**src/rtl/tensor_pkg.sv**
```systemverilog
`default_nettype none
// ----------------------------------------------------------------------------
// tensor_pkg : constants, tile types and drain FSM encoding shared across the
//              tensor core and its result drain.  Rev 1.0
// ----------------------------------------------------------------------------
package tensor_pkg;

  localparam int TC_SIZE      = 4;
  localparam int TC_ACC_WIDTH = 32;

  typedef logic [TC_SIZE-1:0][TC_ACC_WIDTH-1:0]              tc_acc_row_t;
  typedef logic [TC_SIZE-1:0][TC_SIZE-1:0][TC_ACC_WIDTH-1:0] tc_acc_tile_t;

  typedef enum logic [0:0] {
    TD_IDLE  = 1'b0,
    TD_DRAIN = 1'b1
  } td_state_e;

endpackage
`default_nettype wire

```
**src/rtl/tensor_result_drain_if.sv**
```systemverilog
`default_nettype none
// ----------------------------------------------------------------------------
// tensor_result_drain_if : tile strobe in, row-per-cycle write port out.
//                          Rev 1.0
// ----------------------------------------------------------------------------
interface tensor_result_drain_if
  import tensor_pkg::*;
#(
  parameter int ACC_WIDTH = TC_ACC_WIDTH,
  parameter int SIZE      = TC_SIZE,
  parameter int TAG_WIDTH = 4
);
  localparam int RW = (SIZE > 1) ? $clog2(SIZE) : 1;

  logic                                   in_valid;
  logic [SIZE-1:0][SIZE-1:0][ACC_WIDTH-1:0] in_matrix;
  logic                                   wr_valid;
  logic                                   wr_ready;
  logic [SIZE-1:0][ACC_WIDTH-1:0]         wr_data;
  logic [RW-1:0]                          wr_row;
  logic                                   wr_last;
  logic [TAG_WIDTH-1:0]                   wr_tag;
  logic                                   busy;
  logic                                   overflow;

  modport master (
    output in_valid, in_matrix, wr_ready,
    input  wr_valid, wr_data, wr_row, wr_last, wr_tag, busy, overflow
  );

  modport slave (
    input  in_valid, in_matrix, wr_ready,
    output wr_valid, wr_data, wr_row, wr_last, wr_tag, busy, overflow
  );

endinterface
`default_nettype wire

```
**src/rtl/tensor_tile_buf.sv**
```systemverilog
`default_nettype none
// ----------------------------------------------------------------------------
// tensor_tile_buf : 2-entry tile store with pointers, occupancy and space rule.
//                   Rev 1.0
// ----------------------------------------------------------------------------
module tensor_tile_buf
  import tensor_pkg::*;
#(
  parameter int ACC_WIDTH = TC_ACC_WIDTH,
  parameter int SIZE      = TC_SIZE,
  parameter int TAG_WIDTH = 4,
  parameter int RW        = (SIZE > 1) ? $clog2(SIZE) : 1
) (
  input  logic                                     clk,
  input  logic                                     rst,
  input  logic                                     push,
  input  logic [SIZE-1:0][SIZE-1:0][ACC_WIDTH-1:0] push_tile,
  input  logic [TAG_WIDTH-1:0]                     push_tag,
  input  logic                                     pop_tile,
  input  logic [RW-1:0]                            rd_row,
  output logic [SIZE-1:0][ACC_WIDTH-1:0]           rd_data,
  output logic [TAG_WIDTH-1:0]                     rd_tag,
  output logic [1:0]                               count,
  output logic                                     space
);

  logic [SIZE-1:0][SIZE-1:0][ACC_WIDTH-1:0] mem     [2];
  logic [TAG_WIDTH-1:0]                     tag_mem [2];
  logic                                     wr_ptr;
  logic                                     rd_ptr;

  // A full buffer still has room when the head tile retires this very cycle.
  assign space = (count < 2'd2) || pop_tile;

  always_ff @(posedge clk) begin
    if (push) begin
      mem[wr_ptr]     <= push_tile;
      tag_mem[wr_ptr] <= push_tag;
    end
  end

  always_ff @(posedge clk) begin
    if (rst) begin
      wr_ptr <= 1'b0;
      rd_ptr <= 1'b0;
      count  <= 2'd0;
    end else begin
      if (push)     wr_ptr <= ~wr_ptr;
      if (pop_tile) rd_ptr <= ~rd_ptr;
      case ({push, pop_tile})
        2'b10:   count <= count + 2'd1;
        2'b01:   count <= count - 2'd1;
        default: count <= count;
      endcase
    end
  end

  assign rd_data = mem[rd_ptr][rd_row];
  assign rd_tag  = tag_mem[rd_ptr];

endmodule
`default_nettype wire

```
**src/rtl/tensor_result_drain.sv**
```systemverilog
`default_nettype none
// ----------------------------------------------------------------------------
// tensor_result_drain : buffers completed accumulator tiles and streams them
//                       row by row to the register-file write port. Rev 1.0
// ----------------------------------------------------------------------------
module tensor_result_drain
  import tensor_pkg::*;
#(
  parameter int ACC_WIDTH = TC_ACC_WIDTH,
  parameter int SIZE      = TC_SIZE,
  parameter int TAG_WIDTH = 4
) (
  input  logic           clk,
  input  logic           rst,
  tensor_result_drain_if.slave dif
);

  localparam int              RW       = (SIZE > 1) ? $clog2(SIZE) : 1;
  localparam logic [RW-1:0]   LAST_ROW = RW'(SIZE - 1);
  localparam logic [0:0]      ST_IDLE  = TD_IDLE;
  localparam logic [0:0]      ST_DRAIN = TD_DRAIN;

  logic [0:0]                     state;
  logic [0:0]                     state_next;
  logic [RW-1:0]                  row_idx;
  logic [TAG_WIDTH-1:0]           tag_cnt;
  logic                           overflow_q;
  logic                           pop;
  logic                           pop_tile;
  logic                           push;
  logic                           space;
  logic [1:0]                     count;
  logic [SIZE-1:0][ACC_WIDTH-1:0] head_row;
  logic [TAG_WIDTH-1:0]           head_tag;

  assign pop      = (state == ST_DRAIN) && dif.wr_ready;
  assign pop_tile = pop && (row_idx == LAST_ROW);
  assign push     = dif.in_valid && space;

  tensor_tile_buf #(
    .ACC_WIDTH (ACC_WIDTH),
    .SIZE      (SIZE),
    .TAG_WIDTH (TAG_WIDTH),
    .RW        (RW)
  ) u_buf (
    .clk       (clk),
    .rst       (rst),
    .push      (push),
    .push_tile (dif.in_matrix),
    .push_tag  (tag_cnt),
    .pop_tile  (pop_tile),
    .rd_row    (row_idx),
    .rd_data   (head_row),
    .rd_tag    (head_tag),
    .count     (count),
    .space     (space)
  );

  // Entering DRAIN on the push edge itself gives row 0 in the very next cycle.
  always_comb begin
    state_next = state;
    case (state)
      ST_IDLE:  if (push) state_next = ST_DRAIN;
      ST_DRAIN: if (pop_tile && (count == 2'd1) && !push) state_next = ST_IDLE;
      default:  state_next = ST_IDLE;
    endcase
  end

  always_ff @(posedge clk) begin
    if (rst) begin
      state      <= ST_IDLE;
      row_idx    <= '0;
      tag_cnt    <= '0;
      overflow_q <= 1'b0;
    end else begin
      state <= state_next;
      if (pop)                       row_idx <= pop_tile ? '0 : row_idx + RW'(1);
      if (push)                      tag_cnt <= tag_cnt + TAG_WIDTH'(1);
      if (dif.in_valid && !space)    overflow_q <= 1'b1;
    end
  end

  assign dif.wr_valid = (state == ST_DRAIN);
  assign dif.wr_data  = dif.wr_valid ? head_row : '0;
  assign dif.wr_row   = row_idx;
  assign dif.wr_last  = dif.wr_valid && (row_idx == LAST_ROW);
  assign dif.wr_tag   = dif.wr_valid ? head_tag : '0;
  assign dif.busy     = (count != 2'd0);
  assign dif.overflow = overflow_q;

endmodule
`default_nettype wire
```
**src/flat_wrapper.sv**
```systemverilog
// flat-port wrapper written by rule: the top's interface ports become plain ports
module tensor_result_drain_flat import tensor_pkg::*;
#(
  parameter int ACC_WIDTH = TC_ACC_WIDTH,
  parameter int SIZE      = TC_SIZE,
  parameter int TAG_WIDTH = 4
)
  (clk, rst, dif_in_valid, dif_in_matrix, dif_wr_ready, dif_wr_valid, dif_wr_data, dif_wr_row, dif_wr_last, dif_wr_tag, dif_busy, dif_overflow);
  tensor_result_drain_if #(.ACC_WIDTH(ACC_WIDTH), .SIZE(SIZE), .TAG_WIDTH(TAG_WIDTH)) dif_i ();
  input  logic clk;
  input  logic rst;
  input wire logic [$bits(dif_i.in_valid)-1:0] dif_in_valid;
  input wire logic [$bits(dif_i.in_matrix)-1:0] dif_in_matrix;
  input wire logic [$bits(dif_i.wr_ready)-1:0] dif_wr_ready;
  output wire logic [$bits(dif_i.wr_valid)-1:0] dif_wr_valid;
  output wire logic [$bits(dif_i.wr_data)-1:0] dif_wr_data;
  output wire logic [$bits(dif_i.wr_row)-1:0] dif_wr_row;
  output wire logic [$bits(dif_i.wr_last)-1:0] dif_wr_last;
  output wire logic [$bits(dif_i.wr_tag)-1:0] dif_wr_tag;
  output wire logic [$bits(dif_i.busy)-1:0] dif_busy;
  output wire logic [$bits(dif_i.overflow)-1:0] dif_overflow;
  assign dif_i.in_valid = dif_in_valid;
  assign dif_i.in_matrix = dif_in_matrix;
  assign dif_i.wr_ready = dif_wr_ready;
  assign dif_wr_valid = dif_i.wr_valid;
  assign dif_wr_data = dif_i.wr_data;
  assign dif_wr_row = dif_i.wr_row;
  assign dif_wr_last = dif_i.wr_last;
  assign dif_wr_tag = dif_i.wr_tag;
  assign dif_busy = dif_i.busy;
  assign dif_overflow = dif_i.overflow;
  tensor_result_drain #(.ACC_WIDTH(ACC_WIDTH), .SIZE(SIZE), .TAG_WIDTH(TAG_WIDTH)) u_core (.clk(clk), .rst(rst), .dif(dif_i));
endmodule
```
**config.mk**
```make
export PLATFORM = sky130hd
export DESIGN_NAME = tensor_result_drain_flat
export DESIGN_NICKNAME = d
export VERILOG_FILES = /design/src/rtl/tensor_pkg.sv /design/src/rtl/tensor_result_drain_if.sv /design/src/rtl/tensor_tile_buf.sv /design/src/rtl/tensor_result_drain.sv /design/src/flat_wrapper.sv
export SDC_FILE = /design/constraint.sdc
export NUM_CORES = 1
export LEC_CHECK = 0
export BUFFER_PORTS_ARGS = -buffer_cell sky130_fd_sc_hd__clkbuf_2
export CAP_MARGIN = 20
export CORE_UTILIZATION = 56
export DETAILED_ROUTE_END_ITERATION = 8
export HOLD_SLACK_MARGIN = 0.06
export PLACE_DENSITY = 0.79
export SLEW_MARGIN = 25
export SYNTH_ARGS = -nofsm -noshare
export SYNTH_HDL_FRONTEND = slang
export SYNTH_SLANG_ARGS = --single-unit
```
**constraint.sdc**
```tcl
create_clock -name clk -period 37.3 [get_ports clk]
set_input_delay 9.325 -clock clk [delete_from_list [all_inputs] [get_ports clk]]
set_output_delay 9.325 -clock clk [all_outputs]
set_load 0.01 [all_outputs]
```
==> results.sh <==
export IMPL_cts_sinks=1045
export IMPL_yosysSeqAreaShare_pct=79.99
export IMPL_setup_tns_ns=0
export IMPL_hp_class="reg -> reg"
export IMPL_place_gp_congestion=0.8182
export IMPL_dieHeight_um=266.1
export IMPL_core_rowCount=96
export IMPL_status="finished clean"
export IMPL_rr_startpoint="u_core.dif.wr_row[0]"
export IMPL_nets=2796
export IMPL_clk_pin_slew_ns=0.06
export IMPL_p_leak_nw=16.24
export IMPL_ctsHoldBuffers=0
export IMPL_port_buffers=653
export IMPL_rsz0062_at_grt="false"
export IMPL_endpoint="dif_wr_data[116]"
export IMPL_fin_crit_sh_pct=38.07
export IMPL_relSlewSlack_pct=32.92
export IMPL_clock_latency_ns=0.66
export IMPL_ios=654
export IMPL_layout_commonest_cell="edfxtp_1"
export IMPL_instances_no_fill=3298
export IMPL_clk_path_buf_depth=3
export IMPL_synth_seq_cells=1045
export IMPL_cp_data_arrival_time_ns=4.88
export IMPL_grt_pass1_wl_mm=126.9
export IMPL_post_drt_wl_per_cell_um=26.57
export IMPL_worst_setup_path_start_kind="flip-flop"
export IMPL_syn_inst=1582
export IMPL_initial_core_util_pct=56.76
export IMPL_r2r_end="u_core.u_buf.mem[1][304]"
export IMPL_cp_end_kind="primary output"
export IMPL_p_per_area_nw_per_um2=55.63
export IMPL_synth_area_top_cells="edfxtp_1, mux4_2, a22o_1"
export IMPL_drv_cap=0
export IMPL_worst_path_max_fanout=49
export IMPL_drive_gt1_share_pct=46.07
export IMPL_yosysWarnings=0
export IMPL_worst_slew_pin_slew_ns=1.006
export IMPL_fmax_ghz=0.07042
export IMPL_grt_pass1_vias=20746
export IMPL_grt_overflow=0
export IMPL_avgSynthCellArea_um2=24.69
export IMPL_synth_cell_type_count=29
export IMPL_cts_max_level=3
export IMPL_drt_first_pass_iters=5
export IMPL_r2r_cells=8
export IMPL_clockRootBuffer="clkbuf_16"
export IMPL_cts_resized=0
export IMPL_grt_use_total_pct=24.56
export IMPL_dr_total_vias=19457
export IMPL_grt_max_degree=193
export IMPL_dp_hpwl_mm=56.60
export IMPL_syn_num_nets=2103
export IMPL_routed_wl_mm=87.62
export IMPL_cts_buffers=101
export IMPL_crit_type="reg -> out"
export IMPL_fin_crit_ns=14.20
export IMPL_ant_nets=0
export IMPL_antenna_found_initial=30
export IMPL_ir_worst_vdd_v=0.00004646
export IMPL_final_cell_mix="edfxtp_1, clkbuf_2, mux4_2, a22o_1, clkbuf_16"
export IMPL_core_area_um2=68830
export IMPL_timing_final_max_slew_violations=0
export IMPL_die_w_um=266.1
export IMPL_viasPerCell=5.900
export IMPL_synth_top_area_cell="edfxtp_1"
export IMPL_hold_viol_final=0
export IMPL_clock_skew_ns=0.02957
export IMPL_synth_top_area_share_pct=79.33
export IMPL_cts_tree="built"
export IMPL_post_cts_buffers=0
export IMPL_finalSetupViolations=0
export IMPL_area_delta_synth_final_pct=19.40
export IMPL_dieArea_um2=70820
export IMPL_crit_required_ns=27.97
export IMPL_drtIter0Drc=1781
export IMPL_remaining_drc_errors=0
export IMPL_synth_cell_area_um2=39070
export IMPL_rrSetupSlack_ns=31.90
export IMPL_dp_cells=3100
[metal layers]
layer | global-route usage (%) | part of all wire (%) | wire length [µm]
met5 | 0 | 0.22 | 191
met4 | 7.922 | 3.0 | 2606
met3 | 8.179 | 9.4 | 8263
met2 | 43.10 | 53 | 46740
met1 | 28.43 | 34 | 29820
[critical path, stage by stage, from the launching register on]
cell,delay [ns]
dfxtp_4,0.81
buf_4,0.85
buf_6,0.63
buf_4,0.75
mux4_2,0.60
a22o_1,0.29
clkbuf_2,0.14
[how the worst min path moves through the flow]
stage,from,to,cells after the start
final,u_core.u_buf.wr_ptr,u_core.u_buf.wr_ptr,2
after global routing,u_core.tag_cnt[3],u_core.u_buf.tag_mem[0][3],0
after CTS,u_core.tag_cnt[3],u_core.u_buf.tag_mem[0][3],0
after detailed placement,u_core.tag_cnt[3],u_core.u_buf.tag_mem[0][3],0
after global placement,u_core.tag_cnt[3],u_core.u_buf.tag_mem[1][3],0
after floorplan,u_core.tag_cnt[3],u_core.u_buf.tag_mem[0][3],0
[registers in the layout, indices dropped and copies added (netlist names), named ones only]
name,flops
u_core.u_buf.mem,1024
u_core.u_buf.tag_mem,8
u_core.tag_cnt,4
u_core.dif.wr_row,2
u_core.u_buf.count,2
u_core.dif.overflow,1
u_core.dif.wr_valid,1
u_core.u_buf.rd_ptr,1
u_core.u_buf.wr_ptr,1
[synth_stat cells]
| cell type | instances |
|---|---|
| a211oi_1 | 1 |
| a21boi_0 | 1 |
| a21o_1 | 2 |
| a21oi_1 | 5 |
| a22o_1 | 128 |
| a31oi_1 | 1 |
| and2_1 | 2 |
| buf_2 | 28 |
| buf_4 | 7 |
| buf_6 | 16 |
| clkbuf_1 | 37 |
| dfxtp_1 | 13 |
| edfxtp_1 | 1032 |
| ha_1 | 5 |
| inv_1 | 7 |
| mux2_1 | 1 |
| mux2_2 | 1 |
| mux2i_1 | 5 |
| mux4_2 | 256 |
| nand2_1 | 2 |
| nand2b_1 | 1 |
| nand3_1 | 6 |
| nand4_1 | 1 |
| nor2_1 | 10 |
| nor2b_1 | 7 |
| o211ai_1 | 2 |
| o21ai_0 | 2 |
| xnor2_1 | 1 |
| xor2_1 | 2 |
[where the power goes]
| part | total [W] | leakage [nW] | switching (W) | internal (W) |
|---|---|---|---|---|
| Combinational | 0.000185 | 4.92 | 0.000106 | 0.0000795 |
| Sequential | 0.00140 | 9.72 | 0.0000209 | 0.00138 |
| Clock | 0.00101 | 1.60 | 0.000422 | 0.000586 |
[stage by stage]
step	util, %	setup WS, ns	power [W]	cell area, µm²	hold WS, ns
final	67.77	23.10	0.002595	46650	0.4932
after global placement	62.80	23.34	0.001598	43220	0.4527
after global routing	67.77	22.61	0.002668	46640	0.5142
after floorplan	-	4.849	0.001570	39070	0.4404
after detailed placement	62.80	23.25	0.001611	43220	0.4793
after CTS	67.59	22.59	0.002611	46520	0.4898
[cell families (layout without fill, tap and decap cells)]
group | Yosys count | count (layout) | synth area share [%]
multiplexers | 263 | 263 | 14.94
AND/OR/NAND/NOR | 29 | 29 | 0.3683
buffers and inverters | 95 | 866 | 1.377
XOR/XNOR | 3 | 3 | 0.06727
AO/OA/AOI/OAI | 142 | 142 | 3.091
other | 0 | 14 | 0
flip-flops | 1045 | 1045 | 79.99
adder cells (fa/ha/maj) | 5 | 5 | 0.1601
[area by class of cell]
cell class / count / area, µm²
diodes: 14 / 35.03
clock buffers: 120 / 2620
clock inverters: 61 / 678.2
fillers: 4179 / 22180
inverters: 7 / 33.78
multi-input cells: 442 / 7296
flip-flops and latches: 1045 / 31260
well taps: 931 / 1165
repair buffers: 678 / 3561
No activity file was read; power rests on OpenSTA's default activity.
